**src/rtl/count_monitor_if.sv**
```systemverilog
// Counter-side bus of the up/down modulo counter: the counter drives it,
// the monitor only observes it.
interface count_monitor_if #(
  parameter int WIDTH = 4
);
  logic             ENABLE;
  logic             UP_DOWN;
  logic [WIDTH-1:0] COUNT;
  logic             TC;

  modport master (output ENABLE, output UP_DOWN, output COUNT, output TC);
  modport slave  (input  ENABLE, input  UP_DOWN, input  COUNT, input  TC);
endinterface

```
**src/rtl/count_monitor.sv**
```systemverilog
// Passive checker for an up/down modulo counter: predicts each COUNT from the
// previous sample, latches the first violation and counts terminal-count events.
module count_monitor #(
  parameter int MODULO    = 10,
  parameter int WIDTH     = 4,
  parameter int EVT_WIDTH = 8
) (
  input  logic                 CLK,
  input  logic                 RSTn,
  count_monitor_if.slave       bus,
  input  logic                 CLR_ERR,
  output logic                 SYNCED,
  output logic                 ERROR,
  output logic [1:0]           ERR_CODE,
  output logic [WIDTH-1:0]     EXP_COUNT,
  output logic [WIDTH-1:0]     OBS_COUNT,
  output logic [EVT_WIDTH-1:0] WRAPS
);

  localparam logic [WIDTH-1:0] MAX_CNT = WIDTH'(MODULO - 1);
  localparam logic [WIDTH-1:0] ONE     = WIDTH'(1);
  localparam logic [WIDTH:0]   MOD_EXT = (WIDTH + 1)'(MODULO);

  typedef enum logic [1:0] {S_SYNC, S_TRACK, S_FAULT} state_t;

  state_t                 r_state, w_next;
  logic [WIDTH-1:0]       r_prev_count;
  logic                   r_prev_en, r_prev_ud;
  logic                   r_error;
  logic [1:0]             r_err_code;
  logic [WIDTH-1:0]       r_exp, r_obs;
  logic [EVT_WIDTH-1:0]   r_wraps;

  logic [WIDTH-1:0]       w_pred;
  logic                   w_range, w_seq, w_tc_exp, w_tc_err, w_viol;
  logic [1:0]             w_code;

  // Wrap is made explicit so a MODULO below 2^WIDTH behaves correctly.
  function automatic logic [WIDTH-1:0] predict(input logic [WIDTH-1:0] c,
                                               input logic en, input logic ud);
    if (!en) return c;
    if (ud)  return (c == MAX_CNT) ? '0 : c + ONE;
    return (c == '0) ? MAX_CNT : c - ONE;
  endfunction

  always_comb begin
    w_pred   = predict(r_prev_count, r_prev_en, r_prev_ud);
    w_range  = ({1'b0, bus.COUNT} >= MOD_EXT);
    w_seq    = (bus.COUNT != w_pred);
    w_tc_exp = bus.ENABLE & ((bus.UP_DOWN & (bus.COUNT == MAX_CNT)) |
                             (~bus.UP_DOWN & (bus.COUNT == '0)));
    w_tc_err = (bus.TC != w_tc_exp);
    w_viol   = w_range | w_seq | w_tc_err;
    if (w_range)       w_code = 2'b11;
    else if (w_seq)    w_code = 2'b01;
    else if (w_tc_err) w_code = 2'b10;
    else               w_code = 2'b00;
  end

  always_comb begin
    w_next = r_state;
    case (r_state)
      S_SYNC:  w_next = S_TRACK;
      S_TRACK: if (w_viol) w_next = S_FAULT;
      S_FAULT: w_next = S_FAULT;
      default: w_next = S_SYNC;
    endcase
    if (CLR_ERR) w_next = S_SYNC;
  end

  always_ff @(posedge CLK or negedge RSTn) begin
    if (!RSTn) begin
      r_state      <= S_SYNC;
      r_prev_count <= '0;
      r_prev_en    <= 1'b0;
      r_prev_ud    <= 1'b0;
      r_error      <= 1'b0;
      r_err_code   <= 2'b00;
      r_exp        <= '0;
      r_obs        <= '0;
      r_wraps      <= '0;
    end else begin
      r_state      <= w_next;
      r_prev_count <= bus.COUNT;
      r_prev_en    <= bus.ENABLE;
      r_prev_ud    <= bus.UP_DOWN;
      if (CLR_ERR) begin
        r_error    <= 1'b0;
        r_err_code <= 2'b00;
        r_exp      <= '0;
        r_obs      <= '0;
        r_wraps    <= '0;
      end else if (r_state == S_TRACK) begin
        if (w_viol) begin
          r_error    <= 1'b1;
          r_err_code <= w_code;
          r_exp      <= w_pred;
          r_obs      <= bus.COUNT;
        end else if (bus.TC && (r_wraps != '1)) begin
          r_wraps <= r_wraps + 1'b1;
        end
      end
    end
  end

  assign SYNCED    = (r_state == S_TRACK);
  assign ERROR     = r_error;
  assign ERR_CODE  = r_err_code;
  assign EXP_COUNT = r_exp;
  assign OBS_COUNT = r_obs;
  assign WRAPS     = r_wraps;

endmodule

```
**src/flat_wrapper.sv**
```systemverilog
// flat-port wrapper written by rule: the top's interface ports become plain ports
module count_monitor_flat 
#(
  parameter int MODULO    = 10,
  parameter int WIDTH     = 4,
  parameter int EVT_WIDTH = 8
)
  (CLK, RSTn, CLR_ERR, SYNCED, ERROR, ERR_CODE, EXP_COUNT, OBS_COUNT, WRAPS, bus_ENABLE, bus_UP_DOWN, bus_COUNT, bus_TC);
  count_monitor_if #(.WIDTH(WIDTH)) bus_i ();
  input  logic CLK;
  input  logic RSTn;
  input  logic CLR_ERR;
  output logic SYNCED;
  output logic ERROR;
  output logic [1:0] ERR_CODE;
  output logic [WIDTH-1:0] EXP_COUNT;
  output logic [WIDTH-1:0] OBS_COUNT;
  output logic [EVT_WIDTH-1:0] WRAPS;
  input wire logic [$bits(bus_i.ENABLE)-1:0] bus_ENABLE;
  input wire logic [$bits(bus_i.UP_DOWN)-1:0] bus_UP_DOWN;
  input wire logic [$bits(bus_i.COUNT)-1:0] bus_COUNT;
  input wire logic [$bits(bus_i.TC)-1:0] bus_TC;
  assign bus_i.ENABLE = bus_ENABLE;
  assign bus_i.UP_DOWN = bus_UP_DOWN;
  assign bus_i.COUNT = bus_COUNT;
  assign bus_i.TC = bus_TC;
  count_monitor #(.MODULO(MODULO), .WIDTH(WIDTH), .EVT_WIDTH(EVT_WIDTH)) u_core (.CLK(CLK), .RSTn(RSTn), .bus(bus_i), .CLR_ERR(CLR_ERR), .SYNCED(SYNCED), .ERROR(ERROR), .ERR_CODE(ERR_CODE), .EXP_COUNT(EXP_COUNT), .OBS_COUNT(OBS_COUNT), .WRAPS(WRAPS));
endmodule
```
**config.mk**
```make
export PLATFORM = sky130hd
export DESIGN_NAME = count_monitor_flat
export DESIGN_NICKNAME = d
export VERILOG_FILES = /design/src/rtl/count_monitor_if.sv /design/src/rtl/count_monitor.sv /design/src/flat_wrapper.sv
export SDC_FILE = /design/constraint.sdc
export NUM_CORES = 1
export LEC_CHECK = 0
export ABC_AREA = 1
export CAP_MARGIN = 20
export CORE_ASPECT_RATIO = 1.5
export CORE_UTILIZATION = 30
export DETAILED_ROUTE_END_ITERATION = 10
export PLACE_DENSITY_LB_ADDON = 0.1
export SETUP_SLACK_MARGIN = 0.4
export SYNTH_ARGS = -nofsm -noshare
export SYNTH_HDL_FRONTEND = slang
export SYNTH_SLANG_ARGS = --single-unit
```
**constraint.sdc**
```tcl
create_clock -name CLK -period 2 [get_ports CLK]
set_clock_uncertainty 0.15 [all_clocks]
set_input_delay 0.4 -clock CLK [delete_from_list [all_inputs] [get_ports CLK]]
set_output_delay 0.4 -clock CLK [all_outputs]
set_load 0.01 [all_outputs]
```
Word-level counts from Yosys, hierarchy flattened
Cells that the tools add are included.
{"block": "op_classes", "eq_ne": 9, "n_mux": 30, "addsub": 3, "n_bitwise": 7, "reduce_logical": 9, "magnitude_cmp": 1}
{"cell": "$mux W4", "n": 12}
{"cell": "$mux W8", "n": 4}
{"cell": "$mux W2", "n": 8}
{"cell": "$add A8 B1 Y8 const B", "n": 1}
{"cell": "$eq A4 B4 Y1 const B", "n": 2}
{"cell": "$logic_not A4 Y1", "n": 2}
{"cell": "$ne A8 B8 Y1 const B", "n": 1}
{"cell": "$pmux W2 S3", "n": 1}
{"cell": "$reduce_bool A2 Y1", "n": 3}
{"cell": "$mux W1", "n": 5}
{"cell": "$add A4 B1 Y4 const B", "n": 1}
{"cell": "$ge A4 B4 Y1 const B", "n": 1}
{"cell": "$ne A4 B4 Y1", "n": 1}
{"cell": "$sub A4 B1 Y4 const B", "n": 1}
{"cell": "$and A1 B1 Y1", "n": 3}
{"cell": "$ne A3 B2 Y1 const B", "n": 1}
{"cell": "$or A1 B1 Y1", "n": 3}
{"cell": "$reduce_and A3 Y1", "n": 1}
{"cell": "$eq A2 B1 Y1 const B", "n": 1}
{"cell": "$eq A2 B2 Y1 const B", "n": 1}
{"cell": "$logic_not A2 Y1", "n": 1}
{"cell": "$ne A2 B2 Y1 const B", "n": 1}
{"cell": "$reduce_and A2 Y1", "n": 1}
{"cell": "$logic_and A1 B1 Y1", "n": 1}
{"cell": "other kinds (2)", "n": 2}
{"block": "word_totals", "reg_bits": 27, "out_inout_bits": 20}

Logic depth before layout (Yosys ltp)
Gate-level depths: netlist (run 1).
{"block": "logic_depth", "depth_word": 11, "depth_mapped": 17}

Worst setup path after synthesis (run 1)
Ideal clock, no wire load.
{"block": "synth_timing", "path_type": "register to register", "startpoint": "reg u_core.r_prev_count[0]", "endpoint": "reg u_core.r_wraps[2] (netlist: u_core.WRAPS[2])", "setup_slack_ns": -0.108, "synth_period_minus_slack_ns": 2.108, "required_time_ns": 1.730, "setup_ns": 0.120, "stages_incl_launch_ff": 15, "arrival_ns": 1.839, "path_cell_list": "dfrtp_1 -> inv_1 -> ha_1 -> nand2_1 -> inv_1 -> nand2_1 -> nand3_2 -> nand3b_1 -> nand2_1 -> nor2_2 -> nand2_2 -> nor2_4 -> nand4_1 -> nand3_1 -> nand2_1"}
{"block": "synth_via", "elab_chain_len": 10}
{"item": "from (decl)", "line": "count_monitor.sv:27", "source": "logic [WIDTH-1:0] r_prev_count;"}
{"item": "from (signal assigned)", "line": "count_monitor.sv:84", "source": "r_prev_count <= bus.COUNT;"}
{"item": "$add A4 B1 Y4 or $eq A4 B4 Y1 (tied branches)", "line": "count_monitor.sv:42", "source": "if (ud) return (c == MAX_CNT) ? '0 : c + ONE;"}
{"item": "$mux W4 (2 in series)", "line": "count_monitor.sv:42"}
{"item": "$mux W4", "line": "count_monitor.sv:43", "source": "return (c == '0) ? MAX_CNT : c - ONE;"}
{"item": "$mux W4 *", "line": "count_monitor.sv:42"}
{"item": "$ne A4 B4 Y1 *", "line": "count_monitor.sv:49", "source": "w_seq = (bus.COUNT != w_pred);"}
{"item": "$or A1 B1 Y1 * (2 in series)", "line": "count_monitor.sv:53", "source": "w_viol = w_range | w_seq | w_tc_err;"}
{"item": "$ne A2 B2 Y1 (no source line) *"}
{"item": "$reduce_and A3 Y1 (no source line) *"}
{"item": "to (signal assigned)", "line": "count_monitor.sv:100", "source": "r_wraps <= r_wraps + 1'b1;"}
{"item": "to (decl)", "line": "count_monitor.sv:32", "source": "logic [EVT_WIDTH-1:0] r_wraps;"}
Mark *: on every way between the ends. The rest lies on a longest branch, timed or not. The select of a mux whose other input is x is not followed.
A chain may end at the register's enable or synchronous reset.

Worst setup path in the final report (run 1)
{"block": "layout_timing", "startpoint": "reg u_core.r_prev_count[0]", "endpoint": "reg u_core.r_obs[0] (netlist: u_core.OBS_COUNT[0])"}
{"block": "layout_via", "elab_chain_len": 10}
{"item": "$add A4 B1 Y4 or $eq A4 B4 Y1 (tied branches)", "line": "count_monitor.sv:42"}
{"item": "$mux W4 (2 in series)", "line": "count_monitor.sv:42"}
{"item": "$mux W4", "line": "count_monitor.sv:43"}
{"item": "$mux W4 *", "line": "count_monitor.sv:42"}
{"item": "$ne A4 B4 Y1 *", "line": "count_monitor.sv:49"}
{"item": "$or A1 B1 Y1 * (2 in series)", "line": "count_monitor.sv:53"}
{"item": "$reduce_bool A2 Y1 (no source line) *"}
{"item": "$reduce_and A2 Y1 (no source line) *"}
{"item": "to (signal assigned)", "line": "count_monitor.sv:98", "source": "r_obs <= bus.COUNT;"}
{"item": "to (decl)", "line": "count_monitor.sv:31", "source": "logic [WIDTH-1:0] r_exp, r_obs;"}
Marked as above.

==> report_table.html, run 1 <==
<table>
<tr><th>Metric</th><th>Value</th></tr>
<tr><th colspan="2">Synth</th></tr>
<tr><td>Net count after synthesis</td><td>233</td></tr>
<tr><td>Synth top area share</td><td>0.402</td></tr>
<tr><td>Post-synth top area cell</td><td>sky130_fd_sc_hd__dfrtp_1</td></tr>
<tr><td>Mapped Area</td><td>1680 sq um</td></tr>
<tr><td>Leading cell types by total area after synthesis</td><td>sky130_fd_sc_hd__dfrtp_1 40%, sky130_fd_sc_hd__nand2_1 13%, sky130_fd_sc_hd__nand3_1 11%</td></tr>
<tr><td>Sequential share of the synthesized area</td><td>0.402</td></tr>
<tr><td>Gate count after technology mapping</td><td>217</td></tr>
<tr><td>Yosys warns</td><td>0</td></tr>
<tr><td>Number of flip-flops and latches in the synthesized netlist</td><td>27</td></tr>
<tr><td>Flip-flop cell with the highest count after synthesis</td><td>sky130_fd_sc_hd__dfrtp_1</td></tr>
<tr><td>Post-synthesis area per instance</td><td>7.74 sq um</td></tr>
<tr><td>Count of flip-flops with a built-in enable after synthesis</td><td>0</td></tr>
<tr><td>Number of unique standard cell types used by synthesis</td><td>28</td></tr>
<tr><td>Fraction of registers with async set/reset</td><td>1.00</td></tr>
<tr><th colspan="2">Flow run</th></tr>
<tr><td>Max Cap Violations</td><td>0</td></tr>
<tr><th colspan="2">Worst setup path</th></tr>
<tr><td>Most frequent cell on the critical path</td><td>sky130_fd_sc_hd__nand2_1</td></tr>
<tr><td>R2r worst-path depth</td><td>15</td></tr>
<tr><td>Worst-path fanout max</td><td>7</td></tr>
<tr><td>Beginning of the critical path</td><td>u_core.r_prev_count[0]$_DFF_PN0_</td></tr>
<tr><td>Slowest stage delay, CP</td><td>450 ps</td></tr>
<tr><td>Category of the most critical setup path</td><td>reg2reg</td></tr>
<tr><td>Critical register-to-register path startpoint</td><td>u_core.r_prev_count[0]$_DFF_PN0_</td></tr>
<tr><td>Critical path launch point type</td><td>flip-flop</td></tr>
<tr><td>Worst Setup End Kind</td><td>flip-flop</td></tr>
<tr><td>CP Cell Sequence</td><td>buf_4 -&gt; ha_4 -&gt; nand3_4 -&gt; nand2_1 -&gt; nand3_2 -&gt; nand2_1 -&gt; nand2_1 -&gt; nand2_1 -&gt; nor2_2 -&gt; nand2_2 -&gt; nor2_4 -&gt; nand3_4 -&gt; buf_6 -&gt; nand3_2 -&gt; nand2_1</td></tr>
<tr><td>Critical path data arrival time</td><td>2200 ps</td></tr>
<tr><td>Cell type of the slowest stage on the worst timing path</td><td>sky130_fd_sc_hd__dfrtp_2</td></tr>
<tr><td>Worst endpoint required time</td><td>2030 ps</td></tr>
<tr><th colspan="2">Die</th></tr>
<tr><td>Number of top-level pins</td><td>30</td></tr>
<tr><td>Die width</td><td>63.1 um</td></tr>
<tr><td>Die Span Y</td><td>93.6 um</td></tr>
<tr><td>FP Rows</td><td>33</td></tr>
<tr><td>Total Die Area</td><td>5910 sq um</td></tr>
<tr><td>Initial core utilization</td><td>0.310</td></tr>
<tr><td>Standard cell core area</td><td>5410 sq um</td></tr>
<tr><th colspan="2">GRT</th></tr>
<tr><td>Largest net degree at the start of global routing</td><td>28</td></tr>
<tr><td>Grt total ovfl</td><td>0</td></tr>
<tr><td>Total routing usage reported by global routing</td><td>0.175</td></tr>
<tr><td>Global-route wire length before repair</td><td>8.01 mm</td></tr>
<tr><td>Initial antenna violation count</td><td>0</td></tr>
<tr><td>Vias in the first global route</td><td>1741</td></tr>
<tr><th colspan="2">Min path</th></tr>
<tr><td>Type of the most critical hold path</td><td>in2async</td></tr>
<tr><th colspan="2">Route</th></tr>
<tr><td>Count of routing violations after the opening detailed-route iteration</td><td>38</td></tr>
<tr><td>Number of routed nets with antenna violations</td><td>0</td></tr>
<tr><td>Remaining design rule violation count</td><td>0</td></tr>
<tr><td>Detailed-route via count</td><td>1755</td></tr>
<tr><td>Pre-Repair DR Iteration Count</td><td>4</td></tr>
<tr><td>Routed wirelength normalized by instance count</td><td>13.2 um</td></tr>
<tr><td>Via/cell ratio</td><td>4.77</td></tr>
<tr><td>Drt total wl</td><td>4.87 mm</td></tr>
<tr><th colspan="2">Cells and area</th></tr>
<tr><td># nets final</td><td>315</td></tr>
<tr><td>Share of layout cells above drive strength 1</td><td>0.359</td></tr>
<tr><td>Fillcell total</td><td>562</td></tr>
<tr><td>Total non-filler cell area in the finished layout</td><td>2630 sq um</td></tr>
<tr><td>Area grow syn2layout</td><td>56.3%</td></tr>
<tr><td># diodes</td><td>0</td></tr>
<tr><th colspan="2">CTS</th></tr>
<tr><td>Maximum number of buffers from clock root to sink</td><td>2</td></tr>
<tr><td>Clock-pin slew on the worst setup and hold paths</td><td>110 ps</td></tr>
<tr><td>Sink count of the clock tree</td><td>27</td></tr>
<tr><td>Clock tree root driver cell</td><td>sky130_fd_sc_hd__clkbuf_8</td></tr>
<tr><td>Number of hold-repair buffers added at the cts stage</td><td>0</td></tr>
<tr><td>TritonCTS clock tree</td><td>built</td></tr>
<tr><td>Clock insertion delay at the later pin of the skew report</td><td>290 ps</td></tr>
<tr><td>Number of levels the H-tree was split into</td><td>1</td></tr>
<tr><td>Total clock buffers created by CTS</td><td>3</td></tr>
<tr><th colspan="2">STA</th></tr>
<tr><td>Final setup vio count</td><td>21</td></tr>
<tr><td>Maximum clock rate</td><td>461 MHz</td></tr>
<tr><td>RSZ-0062 raised after global routing</td><td>true</td></tr>
<tr><td>Final critical-path required period</td><td>2170 ps</td></tr>
<tr><td>Tightest Pin Transition</td><td>371 ps</td></tr>
<tr><td>Number of pins exceeding their max-slew limit in the final report</td><td>0</td></tr>
<tr><td>Period utilization</td><td>1.08</td></tr>
<tr><td>Slew margin rel.</td><td>0.751</td></tr>
<tr><td>Post-Route Hold Slack</td><td>339 ps</td></tr>
<tr><td>Hold Violations, Final</td><td>0</td></tr>
<tr><td>Worst-case setup margin in the final layout</td><td>-167 ps</td></tr>
<tr><th colspan="2">Place</th></tr>
<tr><td>RD Place Congestion</td><td>0.784</td></tr>
<tr><td>Port-buffer cells</td><td>29</td></tr>
<tr><td>Post-Place Cell Area</td><td>2270 sq um</td></tr>
<tr><td>Pre-CTS setup slack</td><td>-355 ps</td></tr>
<tr><td>HPWL Detailed</td><td>3.43 mm</td></tr>
<tr><th colspan="2">Pwr</th></tr>
<tr><td>Worst supply voltage drop on vdd</td><td>0.000216 V</td></tr>
<tr><td>PwrDens</td><td>539 nW/um^2</td></tr>
<tr><td>P_leak</td><td>1.40 nW</td></tr>
<tr><td>Final Power</td><td>1.42 mW</td></tr>
<tr><th colspan="2">Status</th></tr>
<tr><td>Failing checks</td><td>negative setup slack</td></tr>
<tr><td>Result of the run</td><td>finished, violations left</td></tr>
</table>
==> final timing paths <==
kind,end,slack [ps]
setup reg to reg,u_core.OBS_COUNT[0]$_DFFE_PN0P_,-170
hold / removal,u_core.EXP_COUNT[3]$_DFFE_PN0P_,340
setup / recovery,u_core.OBS_COUNT[0]$_DFFE_PN0P_,-170
min in group CLK,u_core.OBS_COUNT[0]$_DFFE_PN0P_,360
hold reg to reg,u_core.OBS_COUNT[0]$_DFFE_PN0P_,360
max in group asynchronous,u_core.r_prev_count[0]$_DFF_PN0_,1060
==> power by group <==
group | internal [mW] | total, mW | switching (mW) | leakage (nW)
Sequential | 0.589 | 0.625 | 0.0355 | 0.355
Combinational | 0.215 | 0.453 | 0.238 | 1.02
Clock | 0.142 | 0.338 | 0.196 | 0.0217
==> state kept, by name, summed over array words and instances, names as in the netlist <==
register             count
u_core.OBS_COUNT         4
u_core.WRAPS             8
u_core.r_prev_ud         1
u_core.r_state           2
u_core.EXP_COUNT         4
u_core.ERR_CODE          2
u_core.r_prev_en         1
u_core.ERROR             1
u_core.r_prev_count      4
==> Yosys cell counts, drive strengths merged (2+ instances only) <==
cell,instances
nand2,61
nand3,42
dfrtp,27
inv,26
nor2,16
nand4,15
ha,6
xor2,6
buf,4
o21ai,4
clkbuf,2
==> stage by stage <==
| step | utilization | TNS (ps) | cells |
|---|---|---|---|
| 2_1_floorplan | - | -1510 | 217 |
| 3_3_place_gp | 0.419 | -6250 | 340 |
| 3_5_place_dp | 0.419 | -6520 | 340 |
| 4_1_cts | 0.464 | -3830 | 362 |
| 5_1_grt | 0.485 | -6490 | 368 |
| 6_report | 0.485 | -2820 | 368 |
==> metal layers <==
| layer | global-route usage | wire (um) |
|---|---|---|
| met1 | 0.192 | 1860 |
| met2 | 0.336 | 2780 |
| met3 | 0.0146 | 112 |
| met4 | 0.0775 | 119 |
| met5 | 0 | 0 |
==> placed cells by master (no fill, tap or decap), types with 2 or more instances in the layout <==
master / count
sky130_fd_sc_hd__buf_4: 51
sky130_fd_sc_hd__buf_6: 4
sky130_fd_sc_hd__clkbuf_8: 3
sky130_fd_sc_hd__clkdlybuf4s50_1: 9
sky130_fd_sc_hd__dfrtp_1: 26
sky130_fd_sc_hd__dlygate4sd2_1: 18
sky130_fd_sc_hd__ha_1: 2
sky130_fd_sc_hd__ha_4: 3
sky130_fd_sc_hd__inv_1: 22
sky130_fd_sc_hd__inv_2: 4
sky130_fd_sc_hd__nand2_1: 54
sky130_fd_sc_hd__nand2_2: 6
sky130_fd_sc_hd__nand3_1: 18
sky130_fd_sc_hd__nand3_2: 22
sky130_fd_sc_hd__nand3_4: 2
sky130_fd_sc_hd__nand4_1: 15
sky130_fd_sc_hd__nor2_1: 11
sky130_fd_sc_hd__nor2_2: 3
sky130_fd_sc_hd__nor2_4: 2
sky130_fd_sc_hd__o21ai_0: 2
sky130_fd_sc_hd__xor2_1: 6
==> critical path: cells and delay by family (launching register included) <==
family / cells / cell delay, ps
AND/OR/NAND/NOR: 12 / 980
flip-flops: 1 / 450
buffers and inverters: 2 / 320
adder cells (fa/ha/maj): 1 / 160
==> timing repair <==
item                       4_1_cts  5_1_grt
resized for setup               46       18
setup endpoints to repair       41       23
buffers inserted                18        6
pin swaps                       15       10
==> kinds of logic after synthesis <==
family,count (synthesis),synth area share
buf+inv,33,0.0879
fa+ha+maj,6,0.0447
compound gates,7,0.0313
simple gates,137,0.397
xor+xnor,7,0.0365
flops,27,0.402
==> area by class of cell <==
class,instances,area (sq um),area share
multi-input cells,157,1030,0.392
inverters,27,101,0.0386
clock inverters,1,7.51,0.00286
well taps,70,87.6,0.0334
repair buffers,83,681,0.259
flip-flops and latches,27,677,0.258
clock buffers,3,41.3,0.0157
Note: power is estimated with default switching activity, not from simulation.
==> inputs of run 2 (changes only) <==
CAP_MARGIN = default   (was 20)
==> results of run 2 <==
The final DEF is identical to that of run 1; final timing and power are the same.
==> inputs of run 3 (changes only) <==
HOLD_SLACK_MARGIN = 0.1   (was default)
==> results of run 3 <==
The final DEF is identical to that of run 1; final timing and power are the same.
